<file path="src/rtl/reg_serializer.sv">
// Parallel-to-serial unloader: captures a word on an active-low load and streams it
// one bit per accepted valid/ready handshake, with abort and a one-cycle Done pulse.
module reg_serializer #(
    parameter int DataWidth = 8,
    parameter bit MsbFirst  = 1'b1
) (
    input  logic                 Clk,
    input  logic                 Reset,
    input  logic                 LD,
    input  logic [DataWidth-1:0] DIn,
    input  logic                 Abort,
    input  logic                 SReady,
    output logic                 SOut,
    output logic                 SValid,
    output logic                 Busy,
    output logic                 Done
);

    localparam int CntW = $clog2(DataWidth + 1);

    typedef enum logic [1:0] {
        IDLE  = 2'd0,
        SHIFT = 2'd1,
        DONE  = 2'd2
    } state_t;

    state_t               state, state_n;
    logic [DataWidth-1:0] shreg, shreg_n;
    logic [CntW-1:0]      cnt, cnt_n;
    logic                 sout_n, svalid_n, busy_n, done_n;
    logic                 load_ok;

    function automatic logic head(input logic [DataWidth-1:0] v);
        return MsbFirst ? v[DataWidth-1] : v[0];
    endfunction

    function automatic logic [DataWidth-1:0] advance(input logic [DataWidth-1:0] v);
        return MsbFirst ? {v[DataWidth-2:0], 1'b0} : {1'b0, v[DataWidth-1:1]};
    endfunction

    // Abort always beats a load request, including in IDLE.
    assign load_ok = !Abort && !LD;

    always_comb begin
        state_n = state;
        shreg_n = shreg;
        cnt_n   = cnt;
        case (state)
            IDLE: begin
                if (load_ok) begin
                    state_n = SHIFT;
                    shreg_n = DIn;
                    cnt_n   = CntW'(DataWidth);
                end
            end
            SHIFT: begin
                if (Abort) begin
                    state_n = IDLE;
                    cnt_n   = '0;
                end else if (SReady) begin
                    shreg_n = advance(shreg);
                    cnt_n   = (cnt != '0) ? cnt - CntW'(1) : '0;
                    if (cnt <= CntW'(1)) begin
                        state_n = DONE;
                    end
                end
            end
            DONE: begin
                if (Abort) begin
                    state_n = IDLE;
                    cnt_n   = '0;
                end else if (load_ok) begin
                    state_n = SHIFT;
                    shreg_n = DIn;
                    cnt_n   = CntW'(DataWidth);
                end else begin
                    state_n = IDLE;
                end
            end
            default: begin
                state_n = IDLE;
                cnt_n   = '0;
            end
        endcase
    end

    // Outputs are registered from the next state so they line up with the state flops.
    always_comb begin
        sout_n   = 1'b0;
        svalid_n = 1'b0;
        busy_n   = (state_n != IDLE);
        done_n   = (state_n == DONE);
        if (state_n == SHIFT) begin
            sout_n   = head(shreg_n);
            svalid_n = 1'b1;
        end
    end

    always_ff @(posedge Clk or posedge Reset) begin
        if (Reset) begin
            state  <= IDLE;
            shreg  <= '0;
            cnt    <= '0;
            SOut   <= 1'b0;
            SValid <= 1'b0;
            Busy   <= 1'b0;
            Done   <= 1'b0;
        end else begin
            state  <= state_n;
            shreg  <= shreg_n;
            cnt    <= cnt_n;
            SOut   <= sout_n;
            SValid <= svalid_n;
            Busy   <= busy_n;
            Done   <= done_n;
        end
    end

endmodule
</file>
<file path="config.mk">
export PLATFORM = sky130hd
export DESIGN_NAME = reg_serializer
export DESIGN_NICKNAME = d
export VERILOG_FILES = /design/src/rtl/reg_serializer.sv
export SDC_FILE = /design/constraint.sdc
export NUM_CORES = 1
export LEC_CHECK = 0
export CORE_ASPECT_RATIO = 1.1
export CORE_MARGIN = 4
export CORE_UTILIZATION = 25
export CTS_BUF_LIST = sky130_fd_sc_hd__clkbuf_8 sky130_fd_sc_hd__clkbuf_16
export CTS_CLUSTER_DIAMETER = 100
export DETAILED_ROUTE_END_ITERATION = 7
export PLACE_DENSITY = 0.46
export SYNTH_ARGS = -nofsm -noshare
export SYNTH_HDL_FRONTEND = slang
export SYNTH_SLANG_ARGS = --single-unit
export TNS_END_PERCENT = 20
</file>
<file path="constraint.sdc">
create_clock -name Clk -period 1.3 [get_ports Clk]
set_input_delay 0.26 -clock Clk [delete_from_list [all_inputs] [get_ports Clk]]
set_output_delay 0.26 -clock Clk [all_outputs]
set_load 0.05 [all_outputs]
</file>
# After elaboration in Yosys (flattened, before gate mapping)
# Cells that the tools add are included.
[op_classes] magnitude_cmp=1 n_eq_ne=8 mux=20 add_sub_neg=1 reduce_logical=8
[op_table] cell="$mux W8" count=4
[op_table] cell="$pmux W8 S3" count=1
[op_table] cell="$mux W4" count=5
[op_table] cell="$pmux W4 S3" count=1
[op_table] cell="$mux W2" count=4
[op_table] cell="$ne A2 B2 Y1 const B" count=3
[op_table] cell="$pmux W2 S3" count=1
[op_table] cell="$eq A2 B1 Y1 const B" count=2
[op_table] cell="$eq A2 B2 Y1 const B" count=2
[op_table] cell="$le A4 B1 Y1 const B" count=1
[op_table] cell="$mux W1" count=4
[op_table] cell="$reduce_and A4 Y1" count=1
[op_table] cell="$reduce_bool A4 Y1" count=1
[op_table] cell="$sub A4 B1 Y4 const B" count=1
[op_table] cell="$ne A3 B3 Y1 const B" count=1
[op_table] cell="$reduce_bool A3 Y1" count=1
[op_table] cell="$logic_not A1 Y1" count=2
[op_table] cell="$logic_not A2 Y1" count=1
[op_table] cell="$reduce_bool A2 Y1" count=1
[op_table] cell="$logic_and A1 B1 Y1" count=1
[word_totals] ff_bits=18

# Depth between registers and ports, before layout
[depth] word_depth=7 ltp_mapped=5 mapped_depth_nobuf=3

# Worst setup path before layout
# OpenSTA, ideal clock, no wires.
[synth_timing] path_kind="register to register" start="reg cnt[3]" end="reg SOut" n_path_buf=0 t_required_ns=1.165 arrival_time_ns=1.168 setup_time_ns=0.135 path_slack_ns=-0.002 path_stages_with_launch=4 path_cell_list="dfrtp_1 > or4b_4 > a21oi_2 > a211oi_1"
[synth_via] elab_chain_len=7
[synth_rtl] item="from (decl)" line_no="29" source="logic [CntW-1:0] cnt, cnt_n;"
[synth_rtl] item="from (signal assigned)" line_no="111" source="cnt <= cnt_n;"
[synth_rtl] item="$le A4 B1 Y1" line_no="63" source="if (cnt <= CntW'(1)) begin"
[synth_rtl] item="$mux W2" line_no="63"
[synth_rtl] item="$mux W2" line_no="60" source="end else if (SReady) begin"
[synth_rtl] item="$mux W2" line_no="57" source="if (Abort) begin"
[synth_rtl] item="$pmux W2 S3" line_no="48" source="case (state)"
[synth_rtl] item="$eq A2 B1 Y1" line_no="93" source="if (state_n == SHIFT) begin"
[synth_rtl] item="$mux W1" line_no="93"
[synth_rtl] item="net sout_n" line_no="30" source="logic sout_n, svalid_n, busy_n, done_n;"
[synth_rtl] item="to (signal assigned)" line_no="112" source="SOut <= sout_n;"
[synth_rtl] item="to (decl)" line_no="13" source="output logic SOut,"
# The timed path passes the listed nets, and every way through them passes these cells.
# A chain may end at the register's enable or synchronous reset.

# Worst setup path in the final report
[layout_timing] start="reg state[1]" end="reg shreg[5]"
[layout_via] elab_chain_len=3 word_cells_on_any_way=9 cone_classes="5 x eq/ne; 1 x mux; 3 x reduce/logical"
[layout_rtl] item="from (decl)" line_no="27" source="state_t state, state_n;"
[layout_rtl] item="from (signal assigned)" line_no="109" source="state <= state_n;"
[layout_rtl] item="$eq A2 B1 Y1 (tied with other cells)" line_no="48"
[layout_rtl] item="$ne A2 B2 Y1 (no line) or $reduce_bool A3 Y1 (tied branches)"
[layout_rtl] item="$reduce_and A4 Y1 (no line)"
[layout_rtl] item="to (signal assigned)" line_no="110" source="shreg <= shreg_n;"
[layout_rtl] item="to (decl)" line_no="28" source="logic [DataWidth-1:0] shreg, shreg_n;"
# Parallel ways exist; a longest one is shown, timed or not.

==> impl_metrics.tcl <==
set metrics [dict create \
    syn_nets 99 \
    firstDrtPassIters 4 \
    final.min_clock_period_ns 1.31 \
    post_drt_wl_per_cell_um 12.2 \
    grt_max_degree 19 \
    async_flop_share_pct 100 \
    initial_core_util_pct 26.3 \
    die_h_um 70.6 \
    timing.critical_path.cells "nor4bb_2 > buf_4 > buf_4 > a22oi_1 > o21ai_1" \
    cts_tree "done" \
    ys_ff_latch 18 \
    worstMarginPinSlew_ns 0.290 \
    netlist-cell-type-count 29 \
    slew_violations 0 \
    worst-endpoint-required_ns 1.49 \
    place_ws_ns -0.400 \
    hold_class "input port to async pin" \
    clk_latency_ns 0.26 \
    end_kind "flip-flop" \
    cp-start-kind "flip-flop" \
    synth_edf_count 0 \
    crit_fanout 8 \
    place.gp.congestion 0.817 \
    drive_gt1_share_pct 34.4 \
    synth_cells 86 \
    final.setup.worst_slack_ns -0.00819 \
    cts.sinks 18 \
    avgSynthCellArea_um2 10.4 \
    cts.reportedPaths.clkPinSlew_ns 0.07 \
    die_x_um 64.9 \
    n_antenna_cell 0 \
    via_per_inst 4.45 \
    power-per-cell-area_nw_per_um2 1330 \
    layout_common_cells "buf_4, dfrtp_1, inv_1, clkdlybuf4s50_1, a22oi_1" \
    drt-total-wl_um 2110 \
    ant_nets 0 \
    cap_violations 0 \
    synthToLayoutAreaGrowth_pct 54.8 \
    failed_checks "setup timing" \
    irDropWorstVdd_mv 0.769 \
    nNetsFinal 139 \
    hpwl_um 1570 \
    antenna_found_initial 0 \
    io_pins 17 \
    slew_headroom_pct 80.4 \
    vias 769 \
    leakage_nw 0.629 \
    clock_tree.buffer_depth 2 \
    slowest_delay_ns 0.46 \
    dieArea_um2 4580 \
    critical-path-top-delay-family "flip-flops" \
    worst-path-buf-inv 2 \
    fin_worst_skew_ns 0.00347 \
    grt_setup_unrepaired "true" \
    finalCritPeriodShare_pct 101 \
    cts_buffers 3 \
    setup_viol 2 \
    crit_path_top_delay_cell "dfrtp_2" \
    cts.hold.buffers_added 0 \
    ys.warnings.count 0 \
    status "complete, but fails checks" \
    grt_pass1_vias 830 \
    synth_ff_type "dfrtp_1" \
    holdWs_ns 0.310 \
    critPathMostFrequentCell "buf_4" \
    grt_pass1_wl_um 3690 \
    worstPathArrival_ns 1.49 \
    drc 0 \
    rows 22 \
    max_freq_ghz 0.764 \
    final-hold-violation-count 0 \
    grtUsageTotal_pct 10.1 \
    cts.htree.levels 1 \
    coreArea_um2 3390 \
    criticalPathCategory "flip-flop to flip-flop" \
    drtIter0Drc 34 \
    cts_root_buf "clkbuf_8" \
    layout_commonest_cell "buf_4" \
    overflow 0 \
    portBuffers 16 \
    syn_area_um2 891 \
    synth_seq_area_share_pct 50.6 \
]
==> cell usage after synthesis (2+ instances only) <==
master | n | share of area [%]
a211oi_1 | 2 | 1.7
a21o_1 | 2 | 1.7
a21oi_1 | 3 | 1.7
a22oi_1 | 9 | 7.6
buf_2 | 2 | 1.1
dfrtp_1 | 18 | 51
inv_1 | 12 | 5.1
nand2_1 | 2 | 0.84
nand2b_1 | 2 | 1.4
nor2_1 | 4 | 1.7
nor3b_1 | 3 | 2.5
o21ai_0 | 8 | 4.5
o31ai_1 | 3 | 2.5
==> layout make-up <==
class | instances | area, um2
Fill cell | 335 | 2010
Clock buffer | 4 | 55.1
Sequential cell | 18 | 453
Timing Repair Buffer | 39 | 370
Multi-Input combinational cell | 52 | 395
Tap cell | 48 | 60.1
Inverter | 12 | 45.0
==> sequential cells by signal, indices dropped and copies added (netlist names) <==
signal,flops
state,2
Done,1
cnt,4
shreg,8
Busy,1
SOut,1
SValid,1
==> metrics by stage <==
| step | TNS, ns | util (%) | instance area, um2 | power, mW | cells |
|---|---|---|---|---|---|
| finish | -0.0154 | 40.7 | 1380 | 1.84 | 173 |
| global route | -0.675 | 40.7 | 1380 | 1.95 | 173 |
| CTS | -0.0264 | 39.7 | 1340 | 1.83 | 171 |
| detailed placement | -6.15 | 37.8 | 1280 | 1.35 | 167 |
| global placement | -5.69 | 37.8 | 1280 | 1.34 | 167 |
| floorplan | 0 | - | 891 | 1.06 | 86 |
==> power by group <==
group	internal, mW	switching, mW
Sequential	0.677	0.0956
Clock	0.269	0.198
Combinational	0.315	0.279
Total	1.26	0.573
==> worst reg2reg max path, delay by kind of cell (launching register included) <==
kind                   cells  cell delay [ns]
DFF                        1             0.46
buffers and inverters      2             0.34
and+or+nand+nor            1             0.30
AOI/OAI and AO/OA          2             0.13
==> per-layer routing <==
metal,vias to the layer above,global-route usage [%],share of wire (%)
met5,-,0,0
met4,0,2.11,0.38
met3,3,3.17,3.8
met2,15,16.8,48
met1,366,12.9,48
li1,385,-,-
==> kinds of logic (layout without fill, tap and decap cells) <==
logic type             Yosys count  in the layout  synth area share, %
buffers and inverters           16             55                 8.29
and+or+nand+nor                 17             17                 13.9
DFF                             18             18                 50.6
AOI/OAI and AO/OA               34             34                 26.1
muxes                            1              1                 1.12
==> timing repair <==
action / 4_1_cts / 5_1_grt
setup buffers: 0 / 2
pin swaps: 1 / 2
gates resized for setup: 5 / 9
setup endpoints to repair: 17 / 15
cloned: 0 / 0
==> final timing paths <==
kind | from | end | slack [ns] | cells after the start
setup / recovery | state[1] | shreg[5] | -0.008 | 5
hold / removal | Reset | cnt[1] | 0.31 | 3
setup reg to reg | state[1] | shreg[5] | -0.008 | 5
hold reg to reg | shreg[3] | shreg[3] | 0.52 | 2
max in group asynchronous | Reset | state[0] | 0.78 | 3
min in group Clk | shreg[3] | shreg[3] | 0.52 | 2
(Power assumes the default switching activity.)
